[config.mk]
export PLATFORM = sky130hd
export DESIGN_NAME = dma_req_initiator
export DESIGN_NICKNAME = d
export VERILOG_FILES = /design/src/rtl/dma_req_initiator.sv
export SDC_FILE = /design/constraint.sdc
export NUM_CORES = 1
export LEC_CHECK = 0
export CAP_MARGIN = 5
export CORE_MARGIN = 5
export CORE_UTILIZATION = 60
export DETAILED_ROUTE_END_ITERATION = 12
export GPL_TIMING_DRIVEN = 0
export MAX_ROUTING_LAYER = met4
export PLACE_DENSITY = 0.83
export RECOVER_POWER = 50
export SLEW_MARGIN = 20
export SYNTH_ARGS = -nofsm -noshare
export SYNTH_HDL_FRONTEND = slang
export SYNTH_SLANG_ARGS = --single-unit
export TNS_END_PERCENT = 10
[constraint.sdc]
create_clock -name DMA_CLK -period 4.5 [get_ports DMA_CLK]
set_input_delay 0.675 -clock DMA_CLK [delete_from_list [all_inputs] [get_ports DMA_CLK]]
set_output_delay 0.675 -clock DMA_CLK [all_outputs]
set_load 0.01 [all_outputs]
[src/rtl/dma_req_initiator.sv]
// Per-channel DMA request initiator: queues transfer events, raises a
// registered request per channel and handles ack handshake, timeout and overflow.
module dma_req_initiator #(
    parameter int NUM_CH  = 4,
    parameter int CNT_W   = 4,
    parameter int TIMEOUT = 255
) (
    input  logic                    DMA_CLK,
    input  logic                    DMA_RST_N,
    input  logic [NUM_CH-1:0]       XFER_EVT,
    input  logic [NUM_CH-1:0]       DMA_ACK,
    input  logic                    ERR_CLR,
    output logic [NUM_CH-1:0]       DMA_REQ,
    output logic [NUM_CH-1:0]       BUSY,
    output logic [NUM_CH*CNT_W-1:0] PENDING,
    output logic [NUM_CH-1:0]       OVERFLOW,
    output logic [NUM_CH-1:0]       TIMEOUT_ERR
);

    localparam int TO_W = (TIMEOUT < 2) ? 1 : $clog2(TIMEOUT + 1);
    localparam logic [TO_W-1:0]  TO_LAST  = TO_W'(TIMEOUT - 1);
    localparam logic [CNT_W-1:0] PEND_MAX = '1;

    typedef enum logic [1:0] {
        ST_IDLE,
        ST_REQ,
        ST_WAIT_REL
    } state_t;

    genvar g;
    generate
        for (g = 0; g < NUM_CH; g++) begin : g_ch
            state_t           r_state;
            logic             r_req;
            logic             r_busy;
            logic             r_ovf;
            logic             r_toErr;
            logic [CNT_W-1:0] r_pend;
            logic [TO_W-1:0]  r_toCnt;

            state_t           w_nextState;
            logic [CNT_W-1:0] w_nextPend;
            logic             w_dec;
            logic             w_timeout;
            logic             w_ovfSet;

            // Next-state values are computed here so every output can be
            // registered from them, keeping inputs off any output path.
            always_comb begin
                w_dec       = (r_state == ST_REQ) && DMA_ACK[g];
                w_timeout   = (r_state == ST_REQ) && !DMA_ACK[g] && (r_toCnt == TO_LAST);
                w_ovfSet    = XFER_EVT[g] && !w_dec && (r_pend == PEND_MAX);
                w_nextPend  = r_pend;
                w_nextState = r_state;

                if (XFER_EVT[g] && !w_dec) begin
                    if (r_pend != PEND_MAX) begin
                        w_nextPend = r_pend + 1'b1;
                    end
                end else if (w_dec && !XFER_EVT[g]) begin
                    w_nextPend = r_pend - 1'b1;
                end

                case (r_state)
                    ST_IDLE: begin
                        if ((r_pend != '0) && !DMA_ACK[g]) begin
                            w_nextState = ST_REQ;
                        end
                    end
                    ST_REQ: begin
                        if (w_dec || w_timeout) begin
                            w_nextState = ST_WAIT_REL;
                        end
                    end
                    ST_WAIT_REL: begin
                        if (!DMA_ACK[g]) begin
                            w_nextState = ST_IDLE;
                        end
                    end
                    default: w_nextState = ST_IDLE;
                endcase
            end

            // A timeout leaves the pending count alone so the transfer retries;
            // a same-cycle set beats the error clear.
            always_ff @(posedge DMA_CLK or negedge DMA_RST_N) begin
                if (!DMA_RST_N) begin
                    r_state <= ST_IDLE;
                    r_req   <= 1'b0;
                    r_busy  <= 1'b0;
                    r_ovf   <= 1'b0;
                    r_toErr <= 1'b0;
                    r_pend  <= '0;
                    r_toCnt <= '0;
                end else begin
                    r_state <= w_nextState;
                    r_pend  <= w_nextPend;
                    r_req   <= (w_nextState == ST_REQ);
                    r_busy  <= (w_nextState != ST_IDLE) || (w_nextPend != '0);

                    if ((r_state == ST_REQ) && (w_nextState == ST_REQ)) begin
                        r_toCnt <= r_toCnt + 1'b1;
                    end else begin
                        r_toCnt <= '0;
                    end

                    if (w_ovfSet) begin
                        r_ovf <= 1'b1;
                    end else if (ERR_CLR) begin
                        r_ovf <= 1'b0;
                    end

                    if (w_timeout) begin
                        r_toErr <= 1'b1;
                    end else if (ERR_CLR) begin
                        r_toErr <= 1'b0;
                    end
                end
            end

            assign DMA_REQ[g]                  = r_req;
            assign BUSY[g]                     = r_busy;
            assign OVERFLOW[g]                 = r_ovf;
            assign TIMEOUT_ERR[g]              = r_toErr;
            assign PENDING[g*CNT_W +: CNT_W]   = r_pend;
        end
    endgenerate

endmodule
# After elaboration in Yosys (flattened, before gate mapping)
# Index checks and enable logic that the tools add are counted.
# word_totals
register_bits	72
input_bits	11
# op_classes
addsub	12
n_eq_ne	24
mux	41
n_reduce_logical	76
# ops
cell	n
two-way mux 4 bit	12
adder 8 x 1 -> 8 bit, second input constant	4
equality test 8 bit, second input constant	4
logical AND 1 bit	32
two-way mux 8 bit	4
nonzero test 4 bit	8
two-way mux 2 bit	12
one-hot mux 2 bit (3 select lines)	4
nonzero test 2 bit	12
adder 4 x 1 -> 4 bit, second input constant	4
equality test 2 x 1 -> 1 bit, second input constant	8
equality test 4 bit, second input constant	4
inequality test 4 bit, second input constant	4
subtractor 4 x 1 -> 4 bit, second input constant	4
logical NOT 1 bit	12
two-way mux 1 bit	9
equality test 2 bit, second input constant	4
logical NOT 2 bit	4
logical OR 1 bit	8

# Longest topological paths before layout
# depth
word_depth	9
ltp_mapped	7

# Worst setup path before layout
# Ideal clock, no wire load.
# synth_path
kind	input-to-reg
startpoint	input XFER_EVT[2]
endpoint	register g_ch[2].r_busy
t_arrival_ns	1.993
path_slack_ns	2.368
cell_stages	5
path_buffers	1
path_cell_list	buf_2 > or4_1 > nor2_1 > a221oi_1 > or4b_1
# synth_via
elab_chain_len	6
# synth_lines
item	line_no	rtl
start, declared	10	input logic [NUM_CH-1:0] XFER_EVT,
logical NOT 1 bit	60	end else if (w_dec && !XFER_EVT[g]) begin
logical AND 1 bit	60	
two-way mux 4 bit	60	
two-way mux 4 bit (*)	56	if (XFER_EVT[g] && !w_dec) begin
net g_ch[2].w_nextPend[3]	42	logic [CNT_W-1:0] w_nextPend;
nonzero test 4 bit (*)	99	r_busy <= (w_nextState != ST_IDLE) || (w_nextPend != '0);
logical OR 1 bit (*)	99	
end signal, assigned	99	
end, declared	35	logic r_busy;
# The timed path passes the listed nets; every way through them passes the cells marked *.
# A chain may end at the register's enable or synchronous reset.

# Final worst setup path
# layout_path
startpoint	input DMA_ACK[1]
endpoint	register g_ch[1].r_busy
# layout_rtl
item	line_no	rtl
start, declared	11	input logic [NUM_CH-1:0] DMA_ACK,
logical AND 1 bit (*)	50	w_dec = (r_state == ST_REQ) && DMA_ACK[g];
logical AND 1 bit / logical NOT 1 bit (equally long branches)	60, 56	
two-way mux 4 bit / logical AND 1 bit (equally long branches)	60, 56	
two-way mux 4 bit (*)	56	
net g_ch[1].w_nextPend[2]	42	
nonzero test 4 bit (*)	99	
logical OR 1 bit (*)	99	
end signal, assigned	99	
end, declared	35	
# Marks and branches as above.

==> metrics.md <==
| Metric | Value |
|---|---|
| Final Non-Filler Cells | `520` |
| CP top delay family | `simple AND/OR/NAND/NOR gates` |
| CTS max path bufs | `2` |
| Clock-pin slew reported for the worst setup and hold paths after clock tree synthesis | `0.07 ns` |
| Initial Util | `roughly 61%` |
| Final core utilization | `around 70%` |
| Capture endpoint of the worst hold path | `g_ch[0].r_toCnt[0]` |
| Depth of the worst register-to-register path | `7` |
| Share of the cycle needed by the critical path after routing | `between 50 and 60%` |
| Switching part of the total power | `35.72%` |
| Number of antenna diodes | `0` |
| Final hold viol count | `0` |
| Total half-perimeter wirelength after legalization and detailed placement | `roughly 5300 um` |
| Final total negative setup slack | `0 ns` |
| Setup repair after global routing missed its margin | `false` |
| Internal portion of total power | `about 1.4 mW` |
| Number of remaining DRC errors | `0` |
| Unique masters post-synth | `a little under 60` |
| Portion of total power attributed to sequential cells | `between 40% and 50%` |
| Cell with the largest stage delay on the worst path | `sky130_fd_sc_hd__dlygate4sd3_1` |
| IO Pins | `43` |
| Terminus of the critical flop-to-flop path | `g_ch[1].r_busy` |
| Floorplan die width | `90.11 um` |
| WL/cell | `around 14 um` |
| Remaining antenna violation count after routing | `0` |
| Largest fanout of any net on the critical path | `9` |
| Worst Path Class, Setup | `input pin to flop` |
| Aggregate global-route resource usage | `just over 20%` |
| Critical Path End Type | `flop` |
| Largest net degree at the start of global routing | `49` |
| Portion of total power attributed to the clock network | `between 20% and 30%` |
| Vertical extent of the die | `90.11 um` |
| Vias in the first global route | `2985` |
| Data required, critical path | `around 4.7 ns` |
| Number of storage elements in the synthesis netlist | `72` |
| Highest Clock Rate | `around 400 MHz` |
| Buffers & Inverters on Critical Path | `1` |
| Placed instance count | `approximately 510` |
| Mapped cell area | `~3800 um^2` |
| Die ar. | `a little over 8000 um^2` |
| Final net count | `around 470` |
| Post-synth EDFFs | `0` |
| Tightest Pin Transition | `about 1.4 ns` |
| Leakage power total | `around 1.9 nW` |
| Synth-to-Final Area Change | `17.35%` |
| Leading cell types by total area after synthesis | `sky130_fd_sc_hd__dfrtp_1, sky130_fd_sc_hd__ha_1, sky130_fd_sc_hd__nor2_1, sky130_fd_sc_hd__nand3_1, sky130_fd_sc_hd__xor2_1` |
| Area leader, netlist | `sky130_fd_sc_hd__dfrtp_1` |
| Number of nets produced by synthesis | `approximately 410` |
| # H-tree levels | `3` |
| Source-to-sink clock delay at the later pin of the worst-skew pair | `between 0.3 and 0.4 ns` |
| Number of DRC violations after detailed-routing iteration 0 | `120` |
| Net load switching power | `between 700 and 800 uW` |
| Clock tree sinks | `72` |
| Hold_ws | `0.5018 ns` |
| Via count | `roughly 3.0k` |
| Number of cell rows | `29` |
| Total grt overflow | `0` |
| Layout cells sized above 1 | `10.61%` |
| # Post-CTS Setup Buffers | `0` |
| Share of synthesized area occupied by flip-flops and latches | `between 40% and 50%` |
| Number of buffers added on ports | `40` |
| Setup violators final | `0` |
| Number of instances on the worst hold path | `1` |
| Number of warnings issued by yosys | `0` |
| DRT Wirelength | `7509 um` |
| Mapped Cells | `387` |
| Global-route wire length before repair | `13310 um` |
| Synthesized area divided by synthesized cell count | `approximately 9.9 um^2` |
| HP Start | `g_ch[0].r_toCnt[0]` |
| Reg-to-Reg Start | `g_ch[1].r_pend[0]` |
| DR vias/cell | `~5.7` |
| Arr. time, crit path | `between 2 and 3 ns` |
| Maxcap violations | `0` |
| Most used flip-flop cell after synthesis | `sky130_fd_sc_hd__dfrtp_1` |
| Cells along the critical path | `dlygate4sd3_1 -> nand3b_1 -> o21ai_0 -> o22ai_1 -> or3_1 -> or4_1` |
| Number of antenna violations at the first check in global routing | `0` |
| Worst supply voltage drop on vdd | `approximately 0.32 mV` |
| Launching element type of the critical path | `input pin` |
| Total count of max-transition violations in the final report | `0` |
| Outcome | `complete, no violations` |
| Worst slew slack as a fraction of its limit | `5.501%` |
| CTS Buf Count | `9` |
| Synth top area share | `46.80%` |
| Logic gate share of total power | `37.5%` |
| Hold-fix buffers, CTS | `0` |
| Areal power density over the cells | `494.1 nW/um^2` |
| Fin Clk Skew | `around 0.0046 ns` |
| DRT Pass-1 Iters | `4` |
| Number of resized instances in the post-cts repair step | `0` |
| TritonCTS clock tree | `yes` |
| Largest stage delay on the critical path | `approximately 0.61 ns` |
| Clock root cell | `sky130_fd_sc_hd__clkbuf_8` |
| Min Tclk post-route | `~2.5 ns` |
| Final GP Congestion | `0.8599` |
| Classification of the worst-slack hold path | `flop to flop` |
| Core footprint | `around 6300 um^2` |
| FFs w/ async S/R, synth | `between 90% and 100%` |
| Flop2flop setup slack | `roughly 2.3 ns` |
-- worst max path at each step --
stage | startpoint | endpoint | cells past startpoint
2_1_floorplan | XFER_EVT[2] | g_ch[2].r_busy | 5
3_3_place_gp | DMA_RST_N | g_ch[1].r_toCnt[4] | 1
3_5_place_dp | XFER_EVT[1] | g_ch[1].r_busy | 7
4_1_cts | XFER_EVT[1] | g_ch[1].r_busy | 7
5_1_grt | DMA_ACK[1] | g_ch[1].r_busy | 6
6_report | DMA_ACK[1] | g_ch[1].r_busy | 6
-- stage by stage --
stage          power, mW  instance area, um^2  setup slack (ns)
2_1_floorplan      1.434                 3850             2.368
3_3_place_gp       1.754                 4347            0.3894
3_5_place_dp       1.791                 4372             1.753
4_1_cts            2.251                 4544             2.121
5_1_grt            2.380                 4518             1.916
6_report           2.232                 4518             2.027
-- routing by layer --
layer  up-vias  global-route usage [%]  wire length, um
met5         -                       -                0
met4         0                   8.189              182
met3        14                   3.673              285
met2        54                   33.72             3758
met1      1464                   23.93             3283
li1       1452                       -                -
-- cell usage after synthesis (8+ instances only) --
| library cell | instances |
|---|---|
| sky130_fd_sc_hd__dfrtp_1 | 72 |
| sky130_fd_sc_hd__nor2_1 | 47 |
| sky130_fd_sc_hd__nand3_1 | 32 |
| sky130_fd_sc_hd__inv_1 | 24 |
| sky130_fd_sc_hd__xor2_1 | 18 |
| sky130_fd_sc_hd__buf_4 | 17 |
| sky130_fd_sc_hd__ha_1 | 16 |
| sky130_fd_sc_hd__nand2_1 | 16 |
| sky130_fd_sc_hd__and3_1 | 11 |
| sky130_fd_sc_hd__o21ai_0 | 11 |
| sky130_fd_sc_hd__xnor2_1 | 11 |
| sky130_fd_sc_hd__o22ai_1 | 10 |
| sky130_fd_sc_hd__a21oi_1 | 8 |
| sky130_fd_sc_hd__nand2b_1 | 8 |
-- power groups by stage --
stage | combinational (mW) | clock [mW] | sequential, mW
3_5_place_dp | 0.845 | 0 | 0.947
4_1_cts | 0.851 | 0.464 | 0.936
3_3_place_gp | 0.815 | 0 | 0.939
2_1_floorplan | 0.493 | 0 | 0.941
5_1_grt | 0.920 | 0.497 | 0.962
6_report | 0.837 | 0.457 | 0.938
-- cell families (layout without fill, tap and decap cells) --
group | count (synthesis) | after routing | share of synthesized area, %
simple gates | 160 | 160 | 22.55
flops | 72 | 72 | 46.80
compound gates | 54 | 54 | 10.24
buf+inv | 52 | 108 | 7.442
xor+xnor | 29 | 29 | 6.597
fa+ha+maj | 16 | 16 | 5.200
mux | 4 | 4 | 1.170
-- sequential cells by signal, indices dropped and copies added, names as in the netlist --
signal / cells
g_ch.r_busy: 4
g_ch.r_pend: 16
g_ch.r_toErr: 4
g_ch.r_req: 4
g_ch.r_toCnt: 32
g_ch.r_ovf: 4
g_ch.r_state: 8
-- final cells by class --
type / count / area [um^2]
timing repair buffer: 41 / 421.7
inverter: 24 / 90.09
clock inverter: 3 / 17.52
buffer: 28 / 196.4
multi-input combinational: 263 / 1739
sequential: 72 / 1802
fill: 477 / 1795
tap: 77 / 96.34
clock buffer: 12 / 155.1
-- layout by cell type, fill, tap and decap left out, types with 10 or more instances in the layout --
cell                               n
sky130_fd_sc_hd__o21ai_0          11
sky130_fd_sc_hd__clkbuf_8         12
sky130_fd_sc_hd__buf_4            17
sky130_fd_sc_hd__nand3_1          32
sky130_fd_sc_hd__xnor2_1          11
sky130_fd_sc_hd__nand2_1          16
sky130_fd_sc_hd__ha_1             16
sky130_fd_sc_hd__inv_1            24
sky130_fd_sc_hd__nor2_1           47
sky130_fd_sc_hd__xor2_1           18
sky130_fd_sc_hd__o22ai_1          10
sky130_fd_sc_hd__and3_1           11
sky130_fd_sc_hd__dfrtp_1          72
sky130_fd_sc_hd__clkdlybuf4s50_1  37
(Power assumes the default switching activity.)
